## src/rtl/mul_array_pkg.sv

```systemverilog
// Shared constants for the 32-lane 26x8 multiplier array and its consumer-side drain.
// Latency: n/a (package). Backpressure: n/a.
// Contents: default array geometry and pipeline depth, default beat count, lane bit-offset helper.
package mul_array_pkg;

  // Defaults must match the multiplier array instance parameters.
  localparam int DEF_NUM_MULTIPLIERS = 32;
  localparam int DEF_PROD_W          = 34;  // 26-bit x 8-bit product
  localparam int DEF_MUL_LATENCY     = 4;
  localparam int DEF_LANES_PER_BEAT  = 4;
  localparam int DEF_BEATS           = DEF_NUM_MULTIPLIERS / DEF_LANES_PER_BEAT;

  // Bit offset of a lane inside a packed product vector.
  function automatic int lane_lsb(input int lane, input int prod_w);
    return lane * prod_w;
  endfunction

endpackage

```

## src/rtl/mul_prod_fifo.sv

```systemverilog
// Synchronous FIFO of full product vectors with first-word-fall-through head.
// Latency: a push at edge k is visible on head/count from cycle k+1 (no bypass).
// Backpressure: none; the writer is credit-limited, a push into a full FIFO is dropped.
// Ports: clk, rst_n (async low); push/wdata write port; pop removes head;
//        head = oldest entry, count = occupancy, empty = (count == 0).
module mul_prod_fifo #(
  parameter int WIDTH = 1088,
  parameter int DEPTH = 4,
  localparam int PTR_W = (DEPTH > 1) ? $clog2(DEPTH) : 1,
  localparam int CNT_W = $clog2(DEPTH + 1)
) (
  input  logic             clk,
  input  logic             rst_n,
  input  logic             push,
  input  logic [WIDTH-1:0] wdata,
  input  logic             pop,
  output logic [WIDTH-1:0] head,
  output logic [CNT_W-1:0] count,
  output logic             empty
);

  logic [WIDTH-1:0] mem [DEPTH];
  logic [PTR_W-1:0] wr_ptr;
  logic [PTR_W-1:0] rd_ptr;
  logic             full;
  logic             do_push;
  logic             do_pop;

  function automatic logic [PTR_W-1:0] ptr_inc(input logic [PTR_W-1:0] p);
    return (p == PTR_W'(DEPTH - 1)) ? '0 : p + 1'b1;
  endfunction

  assign full    = (count == CNT_W'(DEPTH));
  assign empty   = (count == '0);
  assign do_push = push && !full;
  assign do_pop  = pop && !empty;
  assign head    = mem[rd_ptr];

  always_ff @(posedge clk or negedge rst_n) begin
    if (!rst_n) begin
      wr_ptr <= '0;
      rd_ptr <= '0;
      count  <= '0;
    end else begin
      if (do_push) wr_ptr <= ptr_inc(wr_ptr);
      if (do_pop)  rd_ptr <= ptr_inc(rd_ptr);
      if (do_push && !do_pop)      count <= count + 1'b1;
      else if (!do_push && do_pop) count <= count - 1'b1;
    end
  end

  always_ff @(posedge clk) begin
    if (do_push) mem[wr_ptr] <= wdata;
  end

  // Credit upstream should make this impossible; hardware silently drops it.
  assert property (@(posedge clk) disable iff (!rst_n) !(push && full));

endmodule

```

## src/rtl/mul_array_drain.sv

```systemverilog
// Consumer end of the multiplier array: tracks issues through the fixed pipeline, buffers product vectors, streams beats.
// Latency: issue at edge k -> capture at edge k+MUL_LATENCY -> first beat on m_data_o in cycle k+MUL_LATENCY+1.
// Backpressure: m_ready_i stalls beats (outputs hold); issue_ready_o is a registered credit so the FIFO never overruns.
// Ports: clk_i, rst_ni (async low); issue_valid_i/issue_ready_o issue handshake; mul_p_i array product bus;
//        m_valid_o/m_ready_i/m_data_o/m_beat_o/m_last_o beat stream; overflow_o sticky rejected-issue flag.
module mul_array_drain
  import mul_array_pkg::*;
#(
  parameter int NUM_MULTIPLIERS = DEF_NUM_MULTIPLIERS,
  parameter int PROD_W          = DEF_PROD_W,
  parameter int MUL_LATENCY     = DEF_MUL_LATENCY,
  parameter int DEPTH           = 4,
  parameter int LANES_PER_BEAT  = DEF_LANES_PER_BEAT,
  localparam int BEATS  = NUM_MULTIPLIERS / LANES_PER_BEAT,
  localparam int BEAT_W = (BEATS > 1) ? $clog2(BEATS) : 1
) (
  input  logic                               clk_i,
  input  logic                               rst_ni,
  input  logic                               issue_valid_i,
  output logic                               issue_ready_o,
  input  logic [NUM_MULTIPLIERS*PROD_W-1:0]  mul_p_i,
  output logic                               m_valid_o,
  input  logic                               m_ready_i,
  output logic [LANES_PER_BEAT*PROD_W-1:0]   m_data_o,
  output logic [BEAT_W-1:0]                  m_beat_o,
  output logic                               m_last_o,
  output logic                               overflow_o
);

  localparam int VEC_W   = NUM_MULTIPLIERS * PROD_W;
  localparam int BEAT_DW = LANES_PER_BEAT * PROD_W;
  localparam int CNT_W   = $clog2(DEPTH + 1);
  localparam int INF_W   = $clog2(MUL_LATENCY + 1);

  logic [MUL_LATENCY-1:0] tap_q;
  logic [MUL_LATENCY-1:0] tap_d;
  logic [INF_W-1:0]       inflight_q;
  logic [BEAT_W-1:0]      beat_q;
  logic                   overflow_q;

  logic                   issue_ok;
  logic                   push;
  logic                   pop;
  logic                   hs;
  logic                   last_beat;
  logic [VEC_W-1:0]       head;
  logic [CNT_W-1:0]       fifo_count;
  logic                   fifo_empty;

  // Every in-flight operand set already owns a FIFO slot, so a full FIFO
  // plus pipeline blocks further issue.
  assign issue_ready_o = (int'(fifo_count) + int'(inflight_q)) < DEPTH;
  assign issue_ok      = issue_valid_i && issue_ready_o;
  assign push          = tap_q[MUL_LATENCY-1];

  // Delay line: bit i set means an accepted issue is i+1 edges old.
  always_comb begin
    tap_d    = '0;
    tap_d[0] = issue_ok;
    for (int i = 1; i < MUL_LATENCY; i++) tap_d[i] = tap_q[i-1];
  end

  assign m_valid_o = !fifo_empty;
  assign last_beat = (beat_q == BEAT_W'(BEATS - 1));
  assign hs        = m_valid_o && m_ready_i;
  assign pop       = hs && last_beat;
  assign m_beat_o  = beat_q;
  assign m_last_o  = m_valid_o && last_beat;
  assign m_data_o  = m_valid_o
                     ? head[lane_lsb(int'(beat_q) * LANES_PER_BEAT, PROD_W) +: BEAT_DW]
                     : '0;
  assign overflow_o = overflow_q;

  always_ff @(posedge clk_i or negedge rst_ni) begin
    if (!rst_ni) begin
      tap_q      <= '0;
      inflight_q <= '0;
      beat_q     <= '0;
      overflow_q <= 1'b0;
    end else begin
      tap_q      <= tap_d;
      inflight_q <= inflight_q + INF_W'(issue_ok) - INF_W'(push);
      if (hs) beat_q <= last_beat ? '0 : beat_q + 1'b1;
      if (issue_valid_i && !issue_ready_o) overflow_q <= 1'b1;
    end
  end

  mul_prod_fifo #(
    .WIDTH (VEC_W),
    .DEPTH (DEPTH)
  ) u_fifo (
    .clk   (clk_i),
    .rst_n (rst_ni),
    .push  (push),
    .wdata (mul_p_i),
    .pop   (pop),
    .head  (head),
    .count (fifo_count),
    .empty (fifo_empty)
  );

endmodule
```

## config.mk

```make
export PLATFORM = sky130hd
export DESIGN_NAME = mul_array_drain
export DESIGN_NICKNAME = d
export VERILOG_FILES = /design/src/rtl/mul_array_pkg.sv /design/src/rtl/mul_prod_fifo.sv /design/src/rtl/mul_array_drain.sv
export SDC_FILE = /design/constraint.sdc
export NUM_CORES = 2
export LEC_CHECK = 0
export CAP_MARGIN = 5
export CORE_UTILIZATION = 34
export CTS_CLUSTER_SIZE = 28
export DETAILED_ROUTE_END_ITERATION = 7
export PLACE_DENSITY = 0.54
export SETUP_SLACK_MARGIN = 0.15
export SLEW_MARGIN = 10
export SYNTH_ARGS = -nofsm -noshare
export SYNTH_HDL_FRONTEND = slang
export SYNTH_MEMORY_MAX_BITS = 65536
export SYNTH_SLANG_ARGS = --single-unit
```

## constraint.sdc

```tcl
create_clock -name clk_i -period 46.3 [get_ports clk_i]
set_clock_uncertainty 0.1 [all_clocks]
set_input_delay 4.63 -clock clk_i [delete_from_list [all_inputs] [get_ports clk_i]]
set_output_delay 4.63 -clock clk_i [all_outputs]
set_load 0.01 [all_outputs]
```

==> metrics.yaml <==
status:
  status: "completed"
clocking:
  clock_latency_ns: 0.98
  cts_max_path_buffers: 4
  htreeDepth: 5
  cts_root_buf: "clkbuf_16"
  postCtsSetupBuffers: 0
  cts.sinks: 4370
  postCtsHoldBufs: 0
  cts_tree: "done"
  cts_resized: 0
  clkTransAtPathRegs_ns: 0.06
  cts_made_buffers: 455
grt:
  grtUsageTotal: 0.195
  grt_max_degree: 161
  use_met3: 0.0554
  grt_use_met2: 0.329
  top_usage_layer: "met2"
  grt_pass1_vias: 87000
  use_met1: 0.241
  antenna_found_initial: 359
  grt_remaining_overflow: 0
  grt_pass1_wl_um: 680000
finish:
  drive_above_1_share: 0.134
  seqCellArea_um2: 131000
  design_area_um2: 200000
  multiInputGateArea_um2: 32400
  final_nets: 10500
  n_fill_cell: 42400
  area_delta_synth_final_pct: 20.9
drt:
  drt_iter0_drc: 7947
  vias: 85700
  wl_per_cell_um: 30.4
  via_per_inst: 5.25
  finalWirelength_um: 498000
  drt_pass1_iterations: 6
  drc: 0
  ant_nets: 0
yosys:
  yosys.area.top_type: "edfxtp_1"
  synth_area_per_cell_um2: 20.7
  syn_inst: 7994
  ys_async_sr_fraction: 0.00412
  synth_edf_count: 4352
  netlist_area_um2: 166000
  synth_top_area_share: 0.788
  synth.area.top_cells: "edfxtp_1 (79%), mux2i_1 (7.9%), mux4_2 (5.9%)"
  synth_common_cells: "edfxtp_1 (4352), mux2i_1 (1302), mux4_2 (437), o22ai_1 (437), a22oi_1 (427)"
  synthDistinctLibCells: 43
  yosysSeqAreaShare: 0.791
  yosysWarningCount: 0
  ys_ff_latch: 4370
  yosysMostFrequentCell: "edfxtp_1"
  synth_flop_cell: "edfxtp_1"
  synth_fp_nets: 9100
power_and_ir_drop:
  vdd_drop_max_mv: 0.0322
  p_leak_nw: 58.8
  power_density_nw_per_um2: 40.1
sta:
  timing.setup.tns_ns: 0
  setup_viol: 0
  drv_slew: 0
  period_minus_slack_ns: 14.05
  slew_headroom: 0.147
  hold_viol: 0
  timing.final.crit_share: 0.303
  rsz0062_at_grt: "false"
  max_slew.worst_pin.slew_ns: 1.28
  fmax_mhz: 71.2
floorplan:
  start_util: 0.341
  die-area_um2: 490000
  die_y_um: 700
  ioPinCount: 1235
  rows: 256
  die_x_um: 700
  coreArea_um2: 486000
critical_path:
  path_cells: "buf_12, buf_4, buf_4, buf_4, buf_4, buf_12, buf_4, mux4_2, a22oi_1, nand4_1, clkdlybuf4s50_1"
  arrival_ns: 9.32
  max_stage_delay_ns: 0.90
  critPathSlowestCell: "buf_4"
  crit_fanout: 119
  path_delay_family: "buffers and inverters"
  worst-setup-path-type: "register to output port"
  worst-path-buf-inv: 8
  crit_top_cell: "buf_4"
  required_ns: 41.57
  cp-end-kind: "output port"
  start_kind: "register"
min_path:
  hold_class: "register to register"
placed_design:
  dp_hpwl_um: 311000
  io_buffers: 1234
  dpl_cell_area_um2: 186000
  place_congestion: 0.774
flow_run:
  maxCapViolCount: 0
-- report_power, final --
part           leakage (nW)               switching (W)  internal [W]
Clock                  7.04                     0.00154       0.00202
Sequential             39.3  0.000000000000000000000922       0.00435
Combinational          12.5                   0.0000530     0.0000817
Total                  58.8                     0.00159       0.00645
-- path summary, 6_finish.rpt --
kind,from,end,slack (ns),depth (start not counted)
hold / removal,tap_q[2],tap_q[3],0.21,0
max in group asynchronous,rst_ni,m_beat_o[1],41.26,1
setup reg to reg,u_fifo.count[0],u_fifo.mem[3][48],40.45,7
setup / recovery,u_fifo.rd_ptr[1],m_data_o[47],32.25,11
min in group asynchronous,rst_ni,overflow_o,4.11,1
hold reg to reg,tap_q[2],tap_q[3],0.21,0
-- cell families (layout without fill, tap and decap cells) --
group / count (synthesis) / in the layout / share of synthesized area
AOI/OAI and AO/OA: 1038 / 1038 / 0.0430
xor gates and xnor gates: 5 / 5 / 0.000264
adders and majority gates: 14 / 14 / 0.00115
buffers and inverters: 484 / 2248 / 0.0138
DFF: 4370 / 4370 / 0.791
muxes: 1772 / 1772 / 0.140
other: 0 / 133 / 0
and+or+nand+nor: 311 / 311 / 0.0105
-- registers in the layout (all words and copies together), names as in the netlist --
register	count
inflight_q	3
u_fifo.mem	4352
u_fifo.count	3
u_fifo.wr_ptr	2
u_fifo.rd_ptr	2
overflow_o	1
m_beat_o	3
tap_q	4
-- worst reg2reg max path, stage by stage (launching register included) --
cell	delay, ns
dfrtp_1	0.54
nor2_1	0.09
a21boi_1	0.54
and2_4	0.77
buf_4	0.77
buf_4	0.82
buf_12	0.55
buf_4	1.19
-- cell usage in the layout, fill, tap and decap left out, types with 9 or more instances in the layout --
cell / n
a22oi_1: 427
a22oi_2: 30
buf_12: 20
buf_4: 155
bufinv_16: 39
clkbuf_1: 82
clkbuf_16: 455
clkdlybuf4s50_1: 1234
clkinv_1: 145
clkinv_16: 16
clkinv_2: 65
clkinvlp_4: 9
dfrtp_1: 15
diode_2: 133
edfxtp_1: 4352
ha_1: 12
mux2_2: 33
mux2i_1: 1302
mux4_2: 437
nand2_1: 33
nand3_1: 109
nand4_1: 107
nor4_1: 29
o211ai_1: 29
o21ai_0: 108
o22ai_1: 437
-- per-stage QoR --
| stage | instances | power (W) | setup slack, ns | utilization | hold WS, ns |
|---|---|---|---|---|---|
| CTS | 16200 | 0.00812 | 32.06 | 0.412 | 0.208 |
| floorplan | 7994 | 0.00443 | 19.26 | - | 0.231 |
| global route | 16300 | 0.00826 | 31.78 | 0.412 | 0.238 |
| finish | 16300 | 0.00804 | 32.25 | 0.413 | 0.206 |
| detailed placement | 15400 | 0.00456 | 33.23 | 0.382 | 0.239 |
| global placement | 15400 | 0.00456 | 33.38 | 0.382 | 0.234 |
-- metal layers --
metal / part of all wire / routed length, um / vias up
li1: - / - / 36500
met1: 0.40 / 197000 / 45000
met2: 0.50 / 247000 / 3047
met3: 0.075 / 37500 / 1058
met4: 0.031 / 15400 / 180
met5: 0.0023 / 1140 / -
-- area by class of cell --
cell class                      instances  share of cell area
Antenna cell                          133             0.00166
Clock buffer                          537              0.0583
Clock inverter                        294              0.0142
Inverter                                8            0.000150
Multi-Input combinational cell       3140               0.162
Sequential cell                      4370               0.654
Tap cell                             6450              0.0403
Timing Repair Buffer                 1409              0.0694
No activity file was read; power rests on OpenSTA's default activity.
